[config.mk]
export PLATFORM = sky130hd
export DESIGN_NAME = control_ascensor
export DESIGN_NICKNAME = d
export VERILOG_FILES = /design/src/rtl/control_ascensor.sv
export SDC_FILE = /design/constraint.sdc
export NUM_CORES = 1
export LEC_CHECK = 0
export BUFFER_PORTS_ARGS = -buffer_cell sky130_fd_sc_hd__clkbuf_2
export CAP_MARGIN = 20
export CORE_AREA = 2 2 60 62
export CTS_BUF_LIST = sky130_fd_sc_hd__clkbuf_4
export DETAILED_ROUTE_END_ITERATION = 8
export DIE_AREA = 0 0 62 64
export PLACE_DENSITY = 0.93
export SKIP_LAST_GASP = 1
export SYNTH_ARGS = -nofsm -noshare
export SYNTH_HDL_FRONTEND = slang
export SYNTH_SLANG_ARGS = --single-unit
[constraint.sdc]
create_clock -name clk -period 5.22 [get_ports clk]
set_input_delay 0.522 -clock clk [delete_from_list [all_inputs] [get_ports clk]]
set_output_delay 0.522 -clock clk [all_outputs]
set_load 0.02 [all_outputs]
[src/rtl/control_ascensor.sv]
// control_ascensor: SCAN (collective-selective) controller for a 4-floor car.
// Latches call buttons into a pending-request register, moves the car floor by
// floor, opens the door and clears serviced requests.
// Optional feature macro: ASCENSOR_PUERTA_EXT_EN adds the boton_abrir door-hold input.
// Request bit map (botones/pisos): [3:0] cabin floor 0-3, [6:4] hall UP floor 0-2,
// [9:7] hall DOWN floor 1-3.
// estado = {moving, direction (1 up), floor[1:0]}; it is also the observable view
// of the FSM: moving=1 <=> MOVIENDO, puerta_abierta=1 <=> PUERTA, else REPOSO.
module control_ascensor #(
  parameter int T_VIAJE  = 20,
  parameter int T_PUERTA = 30,
  parameter int CW       = 8
) (
  input  logic       clk,
  input  logic       reset,
  input  logic [9:0] botones,
`ifdef ASCENSOR_PUERTA_EXT_EN
  input  logic       boton_abrir,
`endif
  output logic [9:0] pisos,
  output logic [3:0] estado,
  output logic       motor_subir,
  output logic       motor_bajar,
  output logic       puerta_abierta
);

  typedef enum logic [1:0] {
    REPOSO   = 2'd0,
    MOVIENDO = 2'd1,
    PUERTA   = 2'd2
  } fsm_t;

  localparam logic [CW-1:0] VIAJE_FIN  = CW'(T_VIAJE - 1);
  localparam logic [CW-1:0] PUERTA_FIN = CW'(T_PUERTA - 1);

  // All request bits that belong to floor f
  function automatic logic [9:0] m_floor(input logic [1:0] f);
    case (f)
      2'd0:    m_floor = 10'h011;
      2'd1:    m_floor = 10'h0A2;
      2'd2:    m_floor = 10'h144;
      default: m_floor = 10'h208;
    endcase
  endfunction

  // Request bits for floors strictly above f
  function automatic logic [9:0] m_above(input logic [1:0] f);
    case (f)
      2'd0:    m_above = 10'h3EE;
      2'd1:    m_above = 10'h34C;
      2'd2:    m_above = 10'h208;
      default: m_above = 10'h000;
    endcase
  endfunction

  // Request bits for floors strictly below f
  function automatic logic [9:0] m_below(input logic [1:0] f);
    case (f)
      2'd0:    m_below = 10'h000;
      2'd1:    m_below = 10'h011;
      2'd2:    m_below = 10'h0B3;
      default: m_below = 10'h1F7;
    endcase
  endfunction

  // Cabin button bit of floor f
  function automatic logic [9:0] m_cab(input logic [1:0] f);
    case (f)
      2'd0:    m_cab = 10'h001;
      2'd1:    m_cab = 10'h002;
      2'd2:    m_cab = 10'h004;
      default: m_cab = 10'h008;
    endcase
  endfunction

  // Hall button bit of floor f for direction d (1 up, 0 down); none at the ends
  function automatic logic [9:0] m_hall(input logic [1:0] f, input logic d);
    if (d) begin
      case (f)
        2'd0:    m_hall = 10'h010;
        2'd1:    m_hall = 10'h020;
        2'd2:    m_hall = 10'h040;
        default: m_hall = 10'h000;
      endcase
    end else begin
      case (f)
        2'd0:    m_hall = 10'h000;
        2'd1:    m_hall = 10'h080;
        2'd2:    m_hall = 10'h100;
        default: m_hall = 10'h200;
      endcase
    end
  endfunction

  fsm_t          state_q, state_n;
  logic [1:0]    floor_q, floor_n;
  logic          dir_q, dir_n;
  logic [CW-1:0] cnt_q, cnt_n;
  logic [9:0]    pisos_q, pisos_n;
  logic          moving_q, moving_n;
  logic          sub_q, sub_n;
  logic          baj_q, baj_n;
  logic          door_q, door_n;

  logic          abrir;
  logic [1:0]    nf;
  logic          here_any, above_any, below_any;
  logic          ahead_here, behind_here;
  logic          ahead_nf, stop_nf, opp_nf, edge_blocked;
  logic [9:0]    clr_nf, absorb;

`ifdef ASCENSOR_PUERTA_EXT_EN
  assign abrir = boton_abrir;
`else
  assign abrir = 1'b0;
`endif

  // Floor reached at the end of the current one-floor trip
  assign nf = dir_q ? (floor_q + 2'd1) : (floor_q - 2'd1);

  assign here_any    = (pisos_q & m_floor(floor_q)) != 10'h000;
  assign above_any   = (pisos_q & m_above(floor_q)) != 10'h000;
  assign below_any   = (pisos_q & m_below(floor_q)) != 10'h000;
  assign ahead_here  = dir_q ? above_any : below_any;
  assign behind_here = dir_q ? below_any : above_any;

  // Arrival decision: stop for cabin, same-direction hall, or opposite hall at the turn
  assign ahead_nf = (pisos_q & (dir_q ? m_above(nf) : m_below(nf))) != 10'h000;
  assign opp_nf   = !ahead_nf && ((pisos_q & m_hall(nf, !dir_q)) != 10'h000);
  assign stop_nf  = ((pisos_q & (m_cab(nf) | m_hall(nf, dir_q))) != 10'h000) || opp_nf;
  assign clr_nf   = m_cab(nf) | m_hall(nf, dir_q) | (opp_nf ? m_hall(nf, !dir_q) : 10'h000);

  // A trip past the top or bottom floor is never started
  assign edge_blocked = (dir_q && floor_q == 2'd3) || (!dir_q && floor_q == 2'd0);

  // Presses at the open floor that match the served direction only extend the door
  assign absorb = botones & (m_cab(floor_q) | m_hall(floor_q, dir_q));

  // State register, request register and registered outputs
  always_ff @(posedge clk) begin
    if (reset) begin
      state_q  <= REPOSO;
      floor_q  <= 2'd0;
      dir_q    <= 1'b1;
      cnt_q    <= '0;
      pisos_q  <= 10'h000;
      moving_q <= 1'b0;
      sub_q    <= 1'b0;
      baj_q    <= 1'b0;
      door_q   <= 1'b0;
    end else begin
      state_q  <= state_n;
      floor_q  <= floor_n;
      dir_q    <= dir_n;
      cnt_q    <= cnt_n;
      pisos_q  <= pisos_n;
      moving_q <= moving_n;
      sub_q    <= sub_n;
      baj_q    <= baj_n;
      door_q   <= door_n;
    end
  end

  // Next-state logic: SCAN scheduling, trip/door timing and request latching
  always_comb begin
    state_n = state_q;
    floor_n = floor_q;
    dir_n   = dir_q;
    cnt_n   = cnt_q;
    pisos_n = pisos_q | botones;
    case (state_q)
      REPOSO: begin
        cnt_n = '0;
        if (here_any || abrir) begin
          state_n = PUERTA;
          pisos_n = (pisos_q | botones) & ~m_floor(floor_q);
        end else if (above_any) begin
          state_n = MOVIENDO;
          dir_n   = 1'b1;
        end else if (below_any) begin
          state_n = MOVIENDO;
          dir_n   = 1'b0;
        end
      end
      MOVIENDO: begin
        if (edge_blocked) begin
          state_n = REPOSO;
          cnt_n   = '0;
        end else if (cnt_q == VIAJE_FIN) begin
          cnt_n   = '0;
          floor_n = nf;
          if (stop_nf) begin
            state_n = PUERTA;
            pisos_n = (pisos_q | botones) & ~clr_nf;
            if (opp_nf) dir_n = !dir_q;
          end else if (!ahead_nf) begin
            state_n = REPOSO;
          end
          if (nf == 2'd3) dir_n = 1'b0;
          if (nf == 2'd0) dir_n = 1'b1;
        end else begin
          cnt_n = cnt_q + CW'(1);
        end
      end
      PUERTA: begin
        pisos_n = pisos_q | (botones & ~absorb);
        if (absorb != 10'h000 || abrir) begin
          cnt_n = '0;
        end else if (cnt_q == PUERTA_FIN) begin
          cnt_n = '0;
          if (ahead_here) begin
            state_n = MOVIENDO;
          end else if (behind_here) begin
            state_n = MOVIENDO;
            dir_n   = !dir_q;
          end else begin
            state_n = REPOSO;
          end
        end else begin
          cnt_n = cnt_q + CW'(1);
        end
      end
      default: begin
        state_n = REPOSO;
        cnt_n   = '0;
      end
    endcase
  end

  // Output decode from the next state so every output leaves a flop
  always_comb begin
    moving_n = (state_n == MOVIENDO);
    sub_n    = moving_n && dir_n;
    baj_n    = moving_n && !dir_n;
    door_n   = (state_n == PUERTA);
  end

  assign pisos          = pisos_q;
  assign estado         = {moving_q, dir_q, floor_q};
  assign motor_subir    = sub_q;
  assign motor_bajar    = baj_q;
  assign puerta_abierta = door_q;

endmodule

==> out/metrics.yaml <==
status:
  status: "completed"
placement:
  gp_congestion: 1.007
  dpl_cell_area_mm2: 0.002167
  place_inst: 305
  post-dp-hpwl_mm: 4.020
  dp_slack_ns: 1.946
  io_buffer_count: 28
cells_and_area:
  fill_cells: 273
  area_growth_pct: 6.943
  layout.cells.non_filler: 309
  mostFrequentLayoutCells: "clkbuf_2, dfxtp_1, nor2_1"
  antenna_cells: 0
  drive_above_1_share_pct: 18.63
  nets: 287
  postLayoutCellArea_mm2: 0.002197
  final_common_cell: "clkbuf_2"
pwr:
  clkPwrFrac_pct: 10.4
  p_leak_nw: 0.8188
  switching_power_mw: 0.4805
  p_seq_share_pct: 33.6
  power.density_mw_per_mm2: 440.3
  pwr-share-comb_pct: 56.1
  p_sw_share_pct: 49.67
  vdd_drop_max_mv: 0.2076
  internal_power_mw: 0.4868
global_routing:
  grt-ovfl-total: 0
  grt_max_degree: 28
  grt_pass1_vias: 1870
  antenna_found_initial: 0
  track_usage_pct: 29.46
  grt_pass1_wl_mm: 8.838
critical_path:
  worst_ep_arrival_time_ns: 3.67
  cp_max_fo: 19
  critPathMaxStageDelay_ns: 0.76
  startpoint_type: "flip-flop"
  crit_required_ns: 5.47
  cp_cell_sequence: "inv_2, ha_1, and4bb_2, a211oi_1, a2111oi_4, o21bai_2, o31a_1, nor3_2, a311oi_1"
  crit_slowest_cell: "dfxtp_1"
  reg2regPathDepth: 9
  critPathKind: "flip-flop to flip-flop"
  endpoint_kind: "flip-flop"
clock_network:
  post_cts_buffers: 0
  cts_root_buf: "clkbuf_4"
  cts-buffers-inserted: 3
  cts_resized: 0
  clk-insertion-delay-late_ns: 0.34
  cts_max_level: 1
  path_clk_slew_ns: 0.17
  ctsHoldBuffers: 0
  cts_tree: "built"
  ctsLongestPathBuffers: 2
  cts_num_sinks: 27
routing:
  wl_mm: 5.441
  dr_total_vias: 2003
  dr.first_iter.drc_count: 235
  drc: 0
  post_drt_wl_per_cell_um: 17.61
  vias_per_cell: 6.482
  firstDrtPassIters: 5
  drtAntennaViolNets: 0
sta:
  min_period_ns: 3.412
  hold_viol: 0
  drv_slew: 0
  rsz0062_at_grt: "no"
  tightest_slew_ns: 0.9877
  max_freq_mhz: 293.1
  fin_setup_tns_ns: 0
  setup_violations: 0
  period_share_pct: 65.36
  whs_ns: 0.4246
  slew_headroom_pct: 34.06
  fin_worst_skew_ns: 0.008223
  worst_slack_ns: 1.808
synth:
  ys.flop_type: "dfxtp_1"
  ys_seq_area_share_pct: 26.31
  synth-edff-count: 0
  postSynthCellCount: 244
  synth.ff_latch_count: 27
  synth_nets: 267
  async_flop_share_pct: 0
  post-synth-top-area-fraction_pct: 26.31
  synthDistinctLibCells: 71
  synth_warnings: 0
  yosys-top-cells-area: "dfxtp_1, ha_1, nor2_1"
  syn_area_per_cell_um2: 8.420
  yosysTopAreaCell: "dfxtp_1"
  synth_area_mm2: 0.002054
die:
  core_mm2: 0.003284
  die_h_um: 64
  initial_core_util_pct: 62.55
  die-area_mm2: 0.003968
  num_io_pins: 29
  die_width_um: 62
  row_count: 21
flow_run:
  maxCapViolations: 0
min_path:
  hold_class: "input pin to flip-flop"
  whs_path_depth: 3
==> per-layer routing <==
metal | wire length [um] | GRT usage (%) | share of wire, % | vias to the layer above
met1 | 2328 | 39.77 | 43 | 914
met2 | 2501 | 43.36 | 46 | 107
li1 | - | - | - | 962
met3 | 456 | 8.300 | 8.4 | 20
met5 | 0 | 0 | 0 | -
met4 | 155 | 11.97 | 2.8 | 0
==> synth_stat cells (2+ instances only) <==
cell,n
xnor2_1,3
a211oi_2,2
and3_1,2
nand2b_1,5
o41ai_1,2
nor2_1,23
clkbuf_1,5
dfxtp_1,27
a311oi_1,6
nand3_1,4
and2_1,5
nand4_1,5
or3_1,4
nor2b_1,2
o32ai_1,3
xor2_1,4
o221ai_1,2
buf_2,2
inv_1,15
o21a_1,3
a211oi_1,5
nor3b_2,2
o31ai_1,2
a211o_1,2
nand2_1,15
a21o_1,4
nor3_1,7
o21ai_0,15
or3b_1,2
buf_4,2
o31a_1,2
and4bb_2,2
a221oi_1,2
buf_6,3
a21oi_1,8
mux2i_1,2
ha_1,11
==> worst paths after layout <==
check              to  slack (ns)  startpoint
max          pisos[7]        1.81  floor_q[0]
max reg2reg  pisos[7]        1.81  floor_q[0]
min reg2reg  cnt_q[7]        0.51    cnt_q[7]
min          pisos[6]        0.42  botones[6]
==> worst max-delay path: cells and delay by family (launching register included) <==
family,cells,cell delay (ns)
simple gates,2,0.36
flops,1,0.76
compound gates,5,1.45
buf+inv,1,0.17
fa+ha+maj,1,0.58
==> sequential cells by signal, summed over array words and instances, names as in the netlist <==
signal / flops
cnt_q: 8
dir_q: 1
floor_q: 2
motor_bajar: 1
motor_subir: 1
moving_q: 1
pisos: 10
puerta_abierta: 1
state_q: 2
==> cells by family after synthesis <==
| logic type | count (synthesis) | synth area share [%] |
|---|---|---|
| and+or+nand+nor | 89 | 24.66 |
| muxes | 4 | 2.619 |
| DFF | 27 | 26.31 |
| buffers and inverters | 29 | 7.064 |
| adders and majority gates | 11 | 6.699 |
| xor gates and xnor gates | 7 | 2.984 |
| AOI/OAI and AO/OA | 77 | 29.66 |
==> area by class of cell <==
type | instances | area [um2] | area share (%)
inverters | 16 | 60.06 | 2.733
repair buffers | 28 | 140.1 | 6.378
clock inverters | 1 | 7.507 | 0.3417
clock buffers | 3 | 22.52 | 1.025
multi-input cells | 188 | 1369 | 62.30
flip-flops and latches | 27 | 540.5 | 24.60
well taps | 46 | 57.56 | 2.620
==> stage by stage <==
step / total power, mW / utilization [%]
floorplan: 0.7274 / -
global placement: 0.8389 / 65.98
detailed placement: 0.8525 / 65.98
CTS: 0.9535 / 66.90
global route: 1.023 / 66.90
finish: 0.9673 / 66.90
==> power by group through the flow <==
stage	Sequential (mW)	Clock, mW	Combinational (mW)
floorplan	0.331	0	0.396
global placement	0.324	0	0.515
detailed placement	0.326	0	0.527
CTS	0.321	0.103	0.529
global route	0.333	0.109	0.582
finish	0.325	0.100	0.542
Power figures use the tool's default switching activity.
